--- src/rtl/id_stage_if.sv ---
// Fetch-to-decode handshake: IF drives instruction and pc, ID returns ready.
interface id_stage_if #(
  parameter int unsigned PC_W = 32
) ();
  logic            valid;
  logic            ready;
  logic [31:0]     instr;
  logic [PC_W-1:0] pc;

  modport master (output valid, output instr, output pc, input ready);
  modport slave  (input valid, input instr, input pc, output ready);
endinterface

--- src/rtl/id_stage.sv ---
// RV32I(+M) decode pipeline stage: decodes the incoming word combinationally and presents the
// fields from an output register, with flush and one-bubble load-use stall.
module id_stage #(
  parameter bit          EN_M      = 1'b1,
  parameter bit          EN_HAZARD = 1'b1,
  parameter int unsigned PC_W      = 32
) (
  input  logic            clk,
  input  logic            rst,
  input  logic            flush,
  id_stage_if.slave       fetch,
  output logic            out_valid,
  input  logic            out_ready,
  output logic [PC_W-1:0] out_pc,
  output logic [4:0]      rs1,
  output logic [4:0]      rs2,
  output logic [4:0]      rd,
  output logic [31:0]     imm,
  output logic [6:0]      opcode,
  output logic [4:0]      op,
  output logic [1:0]      ldsz,
  output logic            ldsx,
  output logic            ill
);

  localparam logic [6:0] OpcLui    = 7'b0110111;
  localparam logic [6:0] OpcAuipc  = 7'b0010111;
  localparam logic [6:0] OpcJal    = 7'b1101111;
  localparam logic [6:0] OpcJalr   = 7'b1100111;
  localparam logic [6:0] OpcBranch = 7'b1100011;
  localparam logic [6:0] OpcLoad   = 7'b0000011;
  localparam logic [6:0] OpcStore  = 7'b0100011;
  localparam logic [6:0] OpcImm    = 7'b0010011;
  localparam logic [6:0] OpcReg    = 7'b0110011;

  typedef struct packed {
    logic [PC_W-1:0] pc;
    logic [4:0]      rs1;
    logic [4:0]      rs2;
    logic [4:0]      rd;
    logic [31:0]     imm;
    logic [6:0]      opcode;
    logic [4:0]      op;
    logic [1:0]      ldsz;
    logic            ldsx;
    logic            ill;
  } dec_t;

  dec_t dec_d, dec_q;
  logic valid_q;
  logic stall, accept;

  logic [31:0] instr;
  logic [2:0]  f3;
  logic [6:0]  f7;
  logic [31:0] imm_i;
  logic        m_op, alt;

  assign instr = fetch.instr;
  assign f3    = instr[14:12];
  assign f7    = instr[31:25];
  assign imm_i = {{20{instr[31]}}, instr[31:20]};

  always_comb begin
    dec_d        = '0;
    m_op         = 1'b0;
    alt          = 1'b0;
    dec_d.pc     = fetch.pc;
    dec_d.opcode = instr[6:0];
    dec_d.ldsz   = f3[1] ? 2'b11 : {1'b0, f3[0]};
    case (instr[6:0])
      OpcLui, OpcAuipc: begin
        dec_d.rd  = instr[11:7];
        dec_d.imm = {instr[31:12], 12'b0};
      end
      OpcJal: begin
        dec_d.rd  = instr[11:7];
        dec_d.imm = {{12{instr[31]}}, instr[19:12], instr[20], instr[30:21], 1'b0};
      end
      OpcJalr: begin
        dec_d.rd  = instr[11:7];
        dec_d.rs1 = instr[19:15];
        dec_d.imm = imm_i;
        dec_d.ill = (f3 != 3'b000);
      end
      OpcBranch: begin
        dec_d.rs1 = instr[19:15];
        dec_d.rs2 = instr[24:20];
        dec_d.imm = {{20{instr[31]}}, instr[7], instr[30:25], instr[11:8], 1'b0};
        dec_d.ill = (f3[2:1] == 2'b01);
      end
      OpcLoad: begin
        dec_d.rd   = instr[11:7];
        dec_d.rs1  = instr[19:15];
        dec_d.imm  = imm_i;
        dec_d.ldsx = (f3[2:1] == 2'b00);
        dec_d.ill  = (f3 == 3'b011) || (f3[2:1] == 2'b11);
      end
      OpcStore: begin
        dec_d.rs1 = instr[19:15];
        dec_d.rs2 = instr[24:20];
        dec_d.imm = {{21{instr[31]}}, instr[30:25], instr[11:7]};
        dec_d.ill = (f3 > 3'b010);
      end
      OpcImm: begin
        dec_d.rd  = instr[11:7];
        dec_d.rs1 = instr[19:15];
        dec_d.imm = imm_i;
        if (f3 == 3'b001) begin
          dec_d.ill = (f7 != 7'b0000000);
        end else if (f3 == 3'b101) begin
          alt       = instr[30];
          dec_d.ill = (f7 != 7'b0000000) && (f7 != 7'b0100000);
        end
      end
      OpcReg: begin
        dec_d.rd  = instr[11:7];
        dec_d.rs1 = instr[19:15];
        dec_d.rs2 = instr[24:20];
        if (f7 == 7'b0000001) begin
          m_op      = EN_M;
          dec_d.ill = !EN_M;
        end else begin
          // Only ADD/SUB and SRL/SRA have an alternate encoding.
          alt       = ((f3 == 3'b000) || (f3 == 3'b101)) && instr[30];
          dec_d.ill = !((f7 == 7'b0000000) ||
                        ((f7 == 7'b0100000) && ((f3 == 3'b000) || (f3 == 3'b101))));
        end
      end
      default: dec_d.ill = 1'b1;
    endcase
    dec_d.op = {m_op, alt, f3};
  end

  // Unused source fields decode to 0, and held rd is nonzero here, so plain compares suffice.
  assign stall = EN_HAZARD && valid_q && (dec_q.opcode == OpcLoad) && (dec_q.rd != 5'd0) &&
                 ((dec_d.rs1 == dec_q.rd) || (dec_d.rs2 == dec_q.rd));

  assign fetch.ready = (!valid_q || out_ready) && !stall && !flush;
  assign accept      = fetch.valid && fetch.ready;

  always_ff @(posedge clk) begin
    if (rst) begin
      valid_q <= 1'b0;
      dec_q   <= '0;
    end else if (flush) begin
      valid_q <= 1'b0;
    end else if (accept) begin
      valid_q <= 1'b1;
      dec_q   <= dec_d;
    end else if (out_ready) begin
      valid_q <= 1'b0;
    end
  end

  assign out_valid = valid_q;
  assign out_pc    = dec_q.pc;
  assign rs1       = dec_q.rs1;
  assign rs2       = dec_q.rs2;
  assign rd        = dec_q.rd;
  assign imm       = dec_q.imm;
  assign opcode    = dec_q.opcode;
  assign op        = dec_q.op;
  assign ldsz      = dec_q.ldsz;
  assign ldsx      = dec_q.ldsx;
  assign ill       = dec_q.ill;

endmodule

--- src/flat_wrapper.sv ---
// flat-port wrapper written by rule: the top's interface ports become plain ports
module id_stage_flat 
#(
  parameter bit          EN_M      = 1'b1,
  parameter bit          EN_HAZARD = 1'b1,
  parameter int unsigned PC_W      = 32
)
  (clk, rst, flush, out_valid, out_ready, out_pc, rs1, rs2, rd, imm, opcode, op, ldsz, ldsx, ill, fetch_valid, fetch_instr, fetch_pc, fetch_ready);
  id_stage_if #(.PC_W(PC_W)) fetch_i ();
  input  logic clk;
  input  logic rst;
  input  logic flush;
  output logic out_valid;
  input  logic out_ready;
  output logic [PC_W-1:0] out_pc;
  output logic [4:0] rs1;
  output logic [4:0] rs2;
  output logic [4:0] rd;
  output logic [31:0] imm;
  output logic [6:0] opcode;
  output logic [4:0] op;
  output logic [1:0] ldsz;
  output logic ldsx;
  output logic ill;
  input wire logic [$bits(fetch_i.valid)-1:0] fetch_valid;
  input wire logic [$bits(fetch_i.instr)-1:0] fetch_instr;
  input wire logic [$bits(fetch_i.pc)-1:0] fetch_pc;
  output wire logic [$bits(fetch_i.ready)-1:0] fetch_ready;
  assign fetch_i.valid = fetch_valid;
  assign fetch_i.instr = fetch_instr;
  assign fetch_i.pc = fetch_pc;
  assign fetch_ready = fetch_i.ready;
  id_stage #(.EN_M(EN_M), .EN_HAZARD(EN_HAZARD), .PC_W(PC_W)) u_core (.clk(clk), .rst(rst), .flush(flush), .fetch(fetch_i), .out_valid(out_valid), .out_ready(out_ready), .out_pc(out_pc), .rs1(rs1), .rs2(rs2), .rd(rd), .imm(imm), .opcode(opcode), .op(op), .ldsz(ldsz), .ldsx(ldsx), .ill(ill));
endmodule
--- config.mk ---
export PLATFORM = sky130hd
export DESIGN_NAME = id_stage_flat
export DESIGN_NICKNAME = d
export VERILOG_FILES = /design/src/rtl/id_stage_if.sv /design/src/rtl/id_stage.sv /design/src/flat_wrapper.sv
export SDC_FILE = /design/constraint.sdc
export NUM_CORES = 1
export LEC_CHECK = 0
export ABC_AREA = 1
export ABC_CLOCK_PERIOD_IN_PS = 2900
export BUFFER_PORTS_ARGS = -buffer_cell sky130_fd_sc_hd__buf_2
export CAP_MARGIN = 15
export CORE_MARGIN = 3
export CORE_UTILIZATION = 39
export DETAILED_ROUTE_END_ITERATION = 7
export GPL_TIMING_DRIVEN = 0
export PLACE_DENSITY = 0.73
export SYNTH_ARGS = -nofsm -noshare
export SYNTH_HDL_FRONTEND = slang
export SYNTH_SLANG_ARGS = --single-unit
--- constraint.sdc ---
create_clock -name clk -period 2.9 [get_ports clk]
set_clock_uncertainty 0.05 [all_clocks]
set_input_delay 0.58 -clock clk [delete_from_list [all_inputs] [get_ports clk]]
set_output_delay 0.58 -clock clk [all_outputs]
set_load 0.1 [all_outputs]
# Word level (Yosys, flattened, before mapping)
# Cells that the tools add are included.
dict set report totals {
  regBits 96
  input_bits 69
}
dict set report classes {
  order_cmp 1
  eq_ne 20
  n_mux 18
  n_bitwise 1
  n_reduce_logical 33
}
# op count
set ops {}
lappend ops {{32-bit case mux with 5 select lines} 1}
lappend ops {{7-bit by 6-bit == test with 1-bit output, second input constant} 4}
lappend ops {{7-bit == test, second input constant} 3}
lappend ops {{5-bit 2-to-1 mux} 3}
lappend ops {{7-bit by 2-bit == test with 1-bit output, second input constant} 2}
lappend ops {{7-bit by 5-bit == test with 1-bit output, second input constant} 2}
lappend ops {{1-bit 2-to-1 mux} 11}
lappend ops {{5-bit == test} 2}
lappend ops {{1-bit logical AND} 9}
lappend ops {{3-bit OR reduction} 3}
lappend ops {{7-bit by 1-bit == test with 1-bit output, second input constant} 1}
lappend ops {{7-bit zero test} 1}
lappend ops {{7-bit by 6-bit != test with 1-bit output, second input constant} 1}
lappend ops {{1-bit case mux with 7 select lines} 1}
lappend ops {{7-bit nonzero test} 1}
lappend ops {{7-bit OR reduction} 1}
lappend ops {{6-bit OR reduction} 1}
lappend ops {{1-bit logical OR} 5}
lappend ops {{5-bit nonzero test} 1}
lappend ops {{1-bit zero test} 4}
lappend ops {{2-bit OR reduction} 2}
lappend ops {{3-bit by 1-bit == test with 1-bit output, second input constant} 1}
lappend ops {{3-bit by 2-bit == test with 1-bit output, second input constant} 1}
lappend ops {{3-bit == test, second input constant} 1}
lappend ops {{11 further kinds} 11}

# Longest topological paths before layout
dict set report logic_depth {
  ltp_word 11
  ltp_mapped 20
  ltp_nobuf 18
}

# Least setup slack after synthesis
# Ideal clock, no wire load.
dict set report synth_timing {
  kind {in2out}
  start {in fetch_instr[1]}
  end {out fetch_ready}
  arrival_time_ps 3263
  path_slack_ps -993
  path_stages 16
  n_path_buf 1
  cell_sequence {nand2_1 > inv_2 > nand2_1 > inv_2 > nand2_1 > nand4_4 > nand2_1 > nand2_1 > nand2_1 > inv_1 > nand3_1 > nand2_1 > nand2_2 > clkbuf_1 > nand2_1 > nor2_1}
}
dict set report synth_via {
  elab_chain_cells 9
}
# element line_no
set synth_rtl {}
lappend synth_rtl {{from (decl)} flat_wrapper.sv:26} ;# input wire logic [$bits(fetch_i.instr)-1:0] fetch_instr;
lappend synth_rtl {{7-bit == test, or another cell as far along} id_stage.sv:71} ;# case (instr[6:0])
lappend synth_rtl {{6-bit OR reduction (no line) or 3-bit OR reduction (tied branches)} -}
lappend synth_rtl {{5-bit 2-to-1 mux} id_stage.sv:71}
lappend synth_rtl {{5-bit == test} id_stage.sv:137} ;# ((dec_d.rs1 == dec_q.rd) || (dec_d.rs2 == dec_q.rd));
lappend synth_rtl {{1-bit logical OR *} id_stage.sv:137}
lappend synth_rtl {{1-bit logical AND *} id_stage.sv:136} ;# assign stall = EN_HAZARD && valid_q && (dec_q.opcode == OpcLoad) && (dec_q.rd != 5'd0) &&
lappend synth_rtl {{1-bit zero test *} id_stage.sv:139} ;# assign fetch.ready = (!valid_q || out_ready) && !stall && !flush;
lappend synth_rtl {{1-bit logical AND * (2 in series)} id_stage.sv:139}
lappend synth_rtl {{to (decl)} flat_wrapper.sv:28} ;# output wire logic [$bits(fetch_i.ready)-1:0] fetch_ready;
# Every way passes the cells marked *; elsewhere a longest branch is shown, timed or not.

# Worst setup path in the final report
dict set report layout_timing {
  start {in fetch_instr[2]}
  end {out fetch_ready}
}
# Same word-level chain as after synthesis.

==> results by group <==
Drt
  – Vias: 5463
  – Antenna-violating nets left: 0
  – DRT met1 WL: 6670 um
  – Drt wl/cell: 12.9 um
  – DR pass1 iterations: 5
  – Starting DRT DRC Count: 378
  – Final WL: 15600 um
  – Vias per inst: 4.54
  – DRC Markers: 0
  – DR WL met3: 1410 um
  – Routed met2 length: 7120 um
  – Top Layer Used: met4

Die
  – Die area: 14300 um2
  – Die W: 120 um
  – Num rows: 40
  – Die height: 120 um
  – Core Area: 12300 um2
  – # IOs: 166
  – Initial Util: 40.8%

Synthesis
  – Sequential element share of the synthesized area: 37.8%
  – Synthesis Warnings: 0
  – Post-synthesis compound-gate area fraction: 4.95%
  – Mean post-synth cell area: 6.01 um2
  – Synthesized-area fraction occupied by xor and xnor cells: 0.174%
  – Combinational family with the most area after synthesis: simple AND/OR/NAND/NOR gates
  – Ys flop type: dfxtp_1
  – EDFF count, synth: 0
  – Netlist cell types: 30
  – Simple-Gate Fraction of Synth Area: 40.0%
  – Post-synthesis mux area share: 0%
  – Post-Synthesis Cell Area: 5030 um2
  – Yosys top cell by area: dfxtp_1
  – Ranking of synthesized cells by area: dfxtp_1 (38%), nand2_1 (18%), nor2_1 (13%)
  – FFs w/ async S/R, synth: 0%
  – Yosys top cell area share: 37.8%
  – Post-synthesis adder-cell area fraction: 0%
  – Synth Net Count: 906
  – Mapped Cells: 837
  – Seq cells post-synth: 95

Place
  – Placer Congestion: 0.941
  – HPWL after DPL: 11600 um
  – # port buffers: 163

Clocking
  – Root Buffer: clkbuf_16
  – Clock sink count: 95
  – Post-CTS Hold Fix Bufs: 0
  – CTS Buf Count: 9
  – Clock latency on the worst-skew pair: 0.36 ns
  – CTS tree: built
  – Clock Path Buffers: 2
  – Clock transition at path regs: 0.07 ns
  – H-tree depth: 3

Global routing
  – Vias in the first global route: 5084
  – Wire length of the first global-routing pass: 24600 um
  – Antenna violations before repair: 1
  – Grt total ovfl: 0
  – Largest net degree at the start of global routing: 19
  – Total global-route track usage: 21.5%

Pwr
  – VDD IR max: 0.000543 V
  – Power Density: 585 nW/um2
  – Pleak: 0.00386 uW

Final layout
  – Leading cell type in the layout, fill and taps excluded: nand2_1
  – Area Growth Syn to Fin: 33.0%
  – Final nets: 1100
  – Most frequent cells in the layout: nand2_1 (229), nor2_1 (177), buf_2 (168)
  – Layout cell share with drive strength beyond 1: 23.9%
  – Final Util: 54.3%

STA
  – Slew Viols, Final: 0
  – Final Hold Fails: 0
  – Final count of negative-setup-slack endpoints: 0
  – Worst-margin pin slew: 0.866 ns
  – Crit path time final: 2.82 ns
  – Worst slew margin: 42.3%
  – Crit share post-route: 97.4%
  – Hold_ws: 0.394 ns
  – Max Freq: 354 MHz

Critical path
  – Worst path bufs/invs: 4
  – Setup CP Type: primary input to primary output
  – R2R cell count: 11
  – Crit path largest cell delay: 0.19 ns
  – Slowest CP cell: nand4_4
  – Worst Setup End Kind: primary output
  – Crit. path cell count: 15
  – Data arrival, critical path: 2.19 ns
  – CP max FO: 6
  – Crit start category: primary input
  – CP cell instances: buf_4 -> nor2_4 -> buf_6 -> nand3_4 -> nand4_4 -> buf_6 -> nand3_1 -> nand2_1 -> nor2_1 -> nand3_1 -> nand2_2 -> nand2_4 -> nand2_4 -> nor2_4 -> buf_12
  – Req. time, crit path: 2.27 ns
  – Critical path's top delay family: simple AND/OR/NAND/NOR gates

Worst hold path
  – Min-Delay Path Depth: 3
  – HP Class: primary input to flip-flop

Outcome
  – Status: completed

Flow run
  – Max-cap violations: 0
## what timing repair did
| item | CTS | global route |
|---|---|---|
| setup endpoints to repair | 1 | 87 |
| setup buffers | 10 | 11 |
| pin swaps | 2 | 15 |
| resized for setup | 8 | 23 |
## routing by layer
metal | global-route usage (%) | vias to the layer above
met5 | 0 | -
met2 | 35.4 | 213
met4 | 7.02 | 0
li1 | - | 2877
met1 | 26.4 | 2346
met3 | 7.26 | 27
## sequential cells by signal (all words and copies together) (netlist names)
| register | count |
|---|---|
| u_core.imm | 32 |
| u_core.out_pc | 32 |
| u_core.opcode | 7 |
| u_core.op | 5 |
| u_core.rd | 5 |
| u_core.rs1 | 5 |
| u_core.rs2 | 5 |
| u_core.ill | 1 |
| u_core.ldsx | 1 |
| u_core.ldsz | 1 |
| u_core.out_valid | 1 |
## worst register-to-register path: stages, from the launching register on
cell,delay (ns)
dfxtp_1,0.32
inv_1,0.07
nand4_1,0.15
a311oi_1,0.44
nand2_4,0.12
buf_4,0.22
nand3_1,0.09
buf_4,0.21
buf_6,0.20
buf_6,0.18
nor2_1,0.06
nor2_1,0.10
## through the flow
step,area [um2],instances,TNS [ns],total power [uW],setup WS (ns)
6_report,6680,1204,0,3910,0.0762
5_1_grt,6680,1204,-0.0146,4090,-0.0146
4_1_cts,6550,1192,0,3930,0.0177
3_5_place_dp,6130,1168,-4.75,2640,-0.535
3_3_place_gp,6130,1168,-4.60,2630,-0.534
2_1_floorplan,5110,837,0,2400,0.00147
## report_power, final
group | switching (uW) | leakage (uW) | internal, uW | total, uW
registers | 44.7 | 0.000783 | 1390 | 1440
logic | 962 | 0.00292 | 241 | 1200
clock network | 501 | 0.000155 | 772 | 1270
## logic make-up (layout without fill, tap and decap cells)
logic type             Yosys count  after routing
AND/OR/NAND/NOR                490            490
other                            0              1
flip-flops                      95             95
AO/OA/AOI/OAI                   42             42
XOR/XNOR                         1              1
buffers and inverters          209            407
## cells in the mapped netlist, types with 6 or more instances
library cell / instances
inv_1: 162
dfxtp_1: 95
nand3_1: 17
buf_6: 7
nand2_1: 239
buf_2: 9
o21ai_0: 6
nor2_1: 180
nand4_1: 38
clkbuf_1: 21
a21oi_1: 19
## area by class of cell
cell class                      instances  area, um2
Inverter                              168        641
Timing Repair Buffer                  184       1010
Multi-Input combinational cell        533       2380
Sequential cell                        95       1900
Tap cell                              168        210
Buffer                                 40        221
Clock inverter                          4       70.1
Fill cell                            1253       5630
Antenna cell                            1       2.50
Clock buffer                           11        243
## path summary, 6_finish.rpt
check	startpoint	end	slack, ns
hold reg to reg	u_core.imm[3]	u_core.imm[3]	0.46
setup reg to reg	u_core.opcode[3]	u_core.ldsz[0]	0.64
setup / recovery	fetch_instr[2]	fetch_ready	0.08
hold / removal	fetch_pc[2]	u_core.out_pc[2]	0.39
Note: power is estimated with default switching activity, not from simulation.
